$ cat config.mk
export PLATFORM = sky130hd
export DESIGN_NAME = cpu_bus_responder
export DESIGN_NICKNAME = d
export VERILOG_FILES = /design/src/rtl/cpu_bus_responder.sv
export SDC_FILE = /design/constraint.sdc
export NUM_CORES = 1
export LEC_CHECK = 0
export CELL_PAD_IN_SITES_DETAIL_PLACEMENT = 0
export CELL_PAD_IN_SITES_GLOBAL_PLACEMENT = 1
export CORE_ASPECT_RATIO = 1.2
export CORE_MARGIN = 2
export CORE_UTILIZATION = 40
export CTS_CLUSTER_DIAMETER = 120
export CTS_CLUSTER_SIZE = 10
export DETAILED_ROUTE_END_ITERATION = 10
export GPL_TIMING_DRIVEN = 0
export PLACE_DENSITY_LB_ADDON = 0.1
export SLEW_MARGIN = 15
export SYNTH_ARGS = -nofsm -noshare
export SYNTH_HDL_FRONTEND = slang
export SYNTH_SLANG_ARGS = --single-unit
$ cat constraint.sdc
create_clock -name i_cpu_clk -period 12.8 [get_ports i_cpu_clk]
set_input_delay 1.92 -clock i_cpu_clk [delete_from_list [all_inputs] [get_ports i_cpu_clk]]
set_output_delay 1.92 -clock i_cpu_clk [all_outputs]
set_load 0.01 [all_outputs]
$ cat src/rtl/cpu_bus_responder.sv
// Memory-mapped register bank on the CPU external bus: decodes a word window,
// inserts programmable wait states and acknowledges with a one-cycle ready pulse.
//
// state  | meaning
// -------+-------------------------------------------------------------
// S_IDLE | waiting for a rising request strobe that hits the window
// S_WAIT | request latched, counting down wait states
// S_ACK  | ready pulse is high this cycle, returning to idle next
module cpu_bus_responder #(
    parameter logic [31:0] BASE_ADDR   = 32'h0000_FE00,
    parameter int          ADDR_WORDS  = 16,
    parameter int          WAIT_STATES = 2
) (
    input  logic        i_cpu_clk,
    input  logic        i_rst,
    input  logic        i_bus_clk,
    input  logic        i_bus_we,
    input  logic [31:0] i_bus_addr,
    input  logic [31:0] i_bus_data,
    output logic [31:0] o_bus_data,
    output logic        o_bus_data_ready,
    output logic        o_overrun
);

    localparam int IW = $clog2(ADDR_WORDS);

    typedef enum logic [1:0] {
        S_IDLE,
        S_WAIT,
        S_ACK
    } state_t;

    state_t            state_q;
    logic              strb_q;
    logic [3:0]        cnt_q;
    logic              we_q;
    logic [IW-1:0]     idx_q;
    logic [31:0]       wdata_q;
    logic [31:0]       regs_q [ADDR_WORDS];
    logic [31:0]       rdata_q;
    logic              rdy_q;
    logic              ovr_q;

    logic [31:0]       offset;
    logic              hit;
    logic              req_edge;

    // Unsigned wrap of the subtraction pushes below-base addresses far out of range.
    assign offset   = i_bus_addr - BASE_ADDR;
    assign hit      = offset < 32'(ADDR_WORDS);
    assign req_edge = i_bus_clk & ~strb_q;

    always_ff @(posedge i_cpu_clk) begin
        if (i_rst) begin
            state_q <= S_IDLE;
            strb_q  <= 1'b0;
            cnt_q   <= '0;
            we_q    <= 1'b0;
            idx_q   <= '0;
            wdata_q <= '0;
            rdata_q <= '0;
            rdy_q   <= 1'b0;
            ovr_q   <= 1'b0;
            for (int i = 0; i < ADDR_WORDS; i++) begin
                regs_q[i] <= '0;
            end
        end else begin
            strb_q <= i_bus_clk;
            case (state_q)
                S_IDLE: begin
                    if (req_edge && hit) begin
                        we_q    <= i_bus_we;
                        idx_q   <= offset[IW-1:0];
                        wdata_q <= i_bus_data;
                        cnt_q   <= 4'(WAIT_STATES);
                        state_q <= S_WAIT;
                    end
                end
                S_WAIT: begin
                    if (req_edge) begin
                        ovr_q <= 1'b1;
                    end
                    if (cnt_q != 4'd0) begin
                        cnt_q <= cnt_q - 4'd1;
                    end else begin
                        if (we_q) begin
                            regs_q[idx_q] <= wdata_q;
                        end else begin
                            rdata_q <= regs_q[idx_q];
                        end
                        rdy_q   <= 1'b1;
                        state_q <= S_ACK;
                    end
                end
                S_ACK: begin
                    if (req_edge) begin
                        ovr_q <= 1'b1;
                    end
                    rdy_q   <= 1'b0;
                    state_q <= S_IDLE;
                end
                default: begin
                    rdy_q   <= 1'b0;
                    state_q <= S_IDLE;
                end
            endcase
        end
    end

    assign o_bus_data       = rdata_q;
    assign o_bus_data_ready = rdy_q;
    assign o_overrun        = ovr_q;

endmodule
Yosys cells after proc, flatten, opt, wreduce, memory -nomap -nowiden
Memory sizes are Yosys's and may differ from the RTL's. A register that Yosys moved wholly into a read port is not among the register bits.
Index checks and enable logic that the tools add are counted.
- register bits after elaboration: 46
- latch bits: 0
- bits in writable memories: 512
- bits in read-only memories: 0
- input bits: 68
- output and inout bits: 34
- word-level logic and storage cells: 52
- memories kept: 1
- memories (memory ; depth ; width ; read ports ; clocked after Yosys merged registers in ; wr ports ; RTL line ; source):
    regs_q ; 16 ; 32 ; 1 ; 1 ; 16 ; 39 ; logic [31:0] regs_q [ADDR_WORDS];
- add/sub/neg operators: 2
- $mul: 0
- div/mod/pow operators: 0
- $lt $le $gt $ge: 1
- equal/unequal tests: 5
- shift operators: 0
- mux-type cells: 18
- bitwise logic cells: 5
- reduce and logical (&&, ||, !) cells: 12
- operators by type and width (cell ; count):
    32-bit by 5-bit less-than comparator with 1-bit output (second input constant) ; 1
    32-bit 2-to-1 mux ; 1
    32-bit OR reduction ; 1
    32-bit by 16-bit subtractor with 32-bit output (second input constant) ; 1
    4-bit 2-to-1 mux ; 3
    1-bit 2-to-1 mux ; 9
    4-bit case mux with 2 select lines ; 1
    2-bit AND reduction ; 4
    2-bit inequality test (second input constant) ; 3
    3-bit AND reduction ; 2
    2-bit 2-to-1 mux ; 2
    1-bit inverter ; 4
    2-bit case mux with 2 select lines ; 1
    4-bit nonzero test ; 1
    4-bit by 1-bit subtractor with 4-bit output (second input constant) ; 1
    2-bit by 1-bit equality test with 1-bit output (second input constant) ; 1
    2-bit equality test (second input constant) ; 1
    2-bit logical NOT ; 1
    1-bit case mux with 2 select lines ; 1
    2-bit nonzero test ; 1
    2-bit OR reduction ; 1
    1-bit bitwise AND ; 1
    1-bit logical AND ; 1

Logic depth before layout (Yosys ltp)
Gate-level depths: netlist (run 1).
- word-level depth: 7
- mapped depth: 10

Worst setup path after synthesis (run 1)
Ideal clock, no wire load.
- kind: input-to-reg
- start: input i_rst
- end: memory regs_q[1][0] (enable)
- library setup time: 0.466 ns
- data arrival time: 5.149 ns
- slack: 7.185 ns
- stages: 6
- cells stage by stage: clkbuf_1 -> clkinv_1 -> nand4_1 -> or3_1 -> clkbuf_1 -> o21ai_0
- RTL lines (item ; RTL line ; source):
    start: declaration ; 15 ; input logic i_rst,
    end: declaration ; 39 ;

==> results of run 1 <==
## worst max path at each step
stage | endpoint | from | slack (ps)
global placement | regs_q[13][12] | i_rst | 2960
detailed placement | regs_q[0][12] | i_rst | 6730
CTS | regs_q[0][21] | i_rst | 7350
floorplan | regs_q[1][0] | i_rst | 7190
finish | regs_q[4][20] | i_rst | 7550
global route | regs_q[4][20] | i_rst | 7340
## cells by family (layout without fill, tap and decap cells)
group	after synthesis	in the layout	synth area share (%)
other	0	3	0
xor gates and xnor gates	2	2	0.0669
and+or+nand+nor	706	706	15.6
muxes	200	200	15.3
adders and majority gates	6	6	0.287
buffers and inverters	151	400	2.47
AOI/OAI and AO/OA	71	71	1.54
DFF	590	590	64.7
## flip-flops by register name, indices dropped and copies added, names as in the netlist
name	count
cnt_q	4
idx_q	4
o_bus_data	32
o_bus_data_ready	1
o_overrun	1
regs_q	512
state_q	2
strb_q	1
wdata_q	32
we_q	1
## per-layer routing
| layer | global-route usage [%] | part of all wire, % | up-vias |
|---|---|---|---|
| li1 | - | - | 6724 |
| met1 | 28.3 | 41 | 7815 |
| met2 | 40.7 | 53 | 350 |
| met3 | 3.09 | 3.9 | 102 |
| met4 | 6.76 | 2.2 | 0 |
| met5 | 0 | 0 | - |
## power groups by stage
| stage | clock, mW | combinational, mW | sequential, mW |
|---|---|---|---|
| 6_report | 1.80 | 0.160 | 2.19 |
| 5_1_grt | 1.91 | 0.169 | 2.19 |
| 4_1_cts | 1.84 | 0.163 | 2.19 |
| 3_5_place_dp | 0 | 0.163 | 2.23 |
| 3_3_place_gp | 0 | 0.137 | 2.23 |
| 2_1_floorplan | 0 | 0.0696 | 2.22 |
## Yosys cell counts (3+ instances only)
library cell / n / area [µm²]
nor2_1: 64 / 240
a21oi_1: 38 / 190
nand2b_1: 4 / 25.0
buf_12: 4 / 80.1
or2_2: 5 / 31.3
mux4_2: 160 / 3600
buf_1: 3 / 11.3
nand3_1: 6 / 30.0
nor3_1: 7 / 35.0
dfxtp_1: 78 / 1560
and2_1: 513 / 3210
inv_1: 9 / 33.8
edfxtp_1: 512 / 15400
nand4_1: 7 / 43.8
buf_2: 6 / 30.0
nor4_1: 5 / 31.3
or3_1: 3 / 18.8
ha_1: 6 / 75.1
clkbuf_1: 126 / 473
o21ai_0: 16 / 80.1
mux2i_1: 40 / 400
nand2_1: 79 / 297
## stage by stage
stage          cells  cell area [µm²]
6_report        2810            31000
5_1_grt         2808            31000
4_1_cts         2807            31000
3_5_place_dp    2681            29000
3_3_place_gp    2658            28200
2_1_floorplan   1726            26200
## critical path: cells and delay by family
family        cells  cell delay, ps
buf+inv           2             760
simple gates      5            2700
## cell usage in the layout, fill, tap and decap left out, types with 9 or more instances in the layout
master           Yosys  final
a21oi_1             38     38
and2_1             513    513
buf_16               0     19
clkbuf_1           126    174
clkbuf_16            0     70
clkdlybuf4s50_1      0    100
dfxtp_1             78     78
edfxtp_1           512    512
inv_1                9      9
mux2i_1             40     40
mux4_2             160    160
nand2_1             79     79
nor2_1              64     64
o21ai_4              0     12
## layout make-up
class / instances / area (µm²) / share of cell area [%]
sequential: 590 / 16900 / 54.7
buffer: 141 / 613 / 1.98
tap: 832 / 1040 / 3.36
clock inverter: 5 / 51.3 / 0.166
timing repair buffer: 123 / 1600 / 5.16
multi-input combinational: 985 / 8740 / 28.2
clock buffer: 121 / 1940 / 6.27
inverter: 10 / 37.5 / 0.121
antenna: 3 / 7.51 / 0.0242
==> out/metrics.cfg, run 1 <==
[outcome]
status = complete, no violations

[pwr]
netSwitchingFraction_pct = 21.2
pwr_density_cell_mw_per_mm2 = 134
leakage_nw = 10.1
internal_power_mw = 3.27
power_frac_clock_pct = 43.5
pwr-share-comb_pct = 3.9
power_mw = 4.15
p_sw_uw = 882
p_seq_share_pct = 52.7
ir_worst_vdd_v = 0.0000867

[hold_path]
hold_start = o_bus_data[2]
hold_path_class = flip-flop to flip-flop
min_to = o_bus_data[2]
whs_path_depth = 2

[timing]
setup_viol = 0
setup_tns_ps = 0
worst_slack_ps = 7550
fin_crit_ps = 5250
drv_slew = 0
skew_ps = 22.5
rsz0062_at_grt = false
fin_crit_sh_pct = 41.0
finalHoldViolations = 0
max_freq_mhz = 191
hold_ws_ps = 453
worst_pin_slew_ps = 1160
timing.slew.headroom_pct = 22.7

[global_routing]
grt_usage_pct = 22.6
grt_overflow = 0
grt_pass1_vias = 15987
grt_max_degree = 33
antenna_found_initial = 3
grt_pass1_wl_um = 110000

[clocking]
cts_setup_buffers = 0
cts_buffer_depth = 3
cts_root_buf = clkbuf_16
clkSlewWorstSetupHoldPaths_ps = 50
cts_resized = 0
htreeDepth = 3
numCtsBuffers = 68
clk_latency_ps = 610
cts_tree = yes
clkSinkCount = 590
holdBufCountCts = 0

[route]
first_pass_iters = 5
drt_wl_total_um = 74500
drc_errors = 0
drt_iter0_markers = 1245
wl_per_cell_um = 26.5
vias = 14991
via_per_inst = 5.33
ant_nets = 0

[floorplanning]
die_area_mm2 = 0.0675
core-area_mm2 = 0.0647
row_count = 102
pin_count = 102
chipWidth_um = 238
die-height_um = 284
initial_core_util_pct = 40.5

[synthesis]
avgSynthCellArea_um2 = 15.2
synth_fp_nets = 1800
syn_area_mm2 = 0.0262
seq_area_frac_synth_pct = 64.7
async_reset_ff_share_pct = 0
synth_seq_cells = 590
netlist_instances = 1726
ys_types = 50
synth_ff_type = edfxtp_1
synth-edff-count = 512
yosys_warnings = 0

[setup_path]
critPathMaxFanout = 32
start_kind = input port
rr_startpoint = idx_q[1]
critical_path_arrival_ps = 5460
critPathSlowestCell = or2_2
slowest_delay_ps = 1030
reg2reg_depth = 7
crit_chain = clkbuf_2, clkinv_1, nand4_1, nor2_1, nand2_1, nor3_1, or2_2
worstPathRequired_ps = 13010
r2r-end = regs_q[15][12]
worstSetupPathType = input port to flip-flop
rrSetupSlack_ps = 8580
critPathCaptureType = flip-flop

[job]
max_cap_viol_count = 0

[finish]
utilization_pct = 47.9
fin_nets = 1993
fillers = 5621
syn_to_final_growth_pct = 18.3
drive_gt1_share_pct = 15.0

[place]
gp_congestion = 0.791
port_buffers = 100
hpwl_um = 50700
pre_cts_ws_ps = 6730

No activity file was read; power rests on OpenSTA's default activity.
==> inputs of run 2 (changes only) <==
==> constraint.sdc (replaced) <==
create_clock -name i_cpu_clk -period 5.1 [get_ports i_cpu_clk]
set_input_delay 0.765 -clock i_cpu_clk [delete_from_list [all_inputs] [get_ports i_cpu_clk]]
set_output_delay 0.765 -clock i_cpu_clk [all_outputs]
set_load 0.01 [all_outputs]
==> results of run 2 <==
Same layout as run 1 (identical final DEF). Status: complete, no violations.
Among the figures that moved: setup slack after placement 6730 ps -> 184 ps; clock-pin slew on the worst setup and hold paths 50 ps -> 60 ps; setup slack after layout 7550 ps -> 884 ps; start point of the critical path i_rst -> idx_q[1]; end point of the critical path regs_q[4][20] -> regs_q[15][12]; register-to-register setup slack 8580 ps -> 880 ps; total power 4.15 mW -> 10.4 mW; worst IR drop on VDD 0.0000867 V -> 0.000218 V
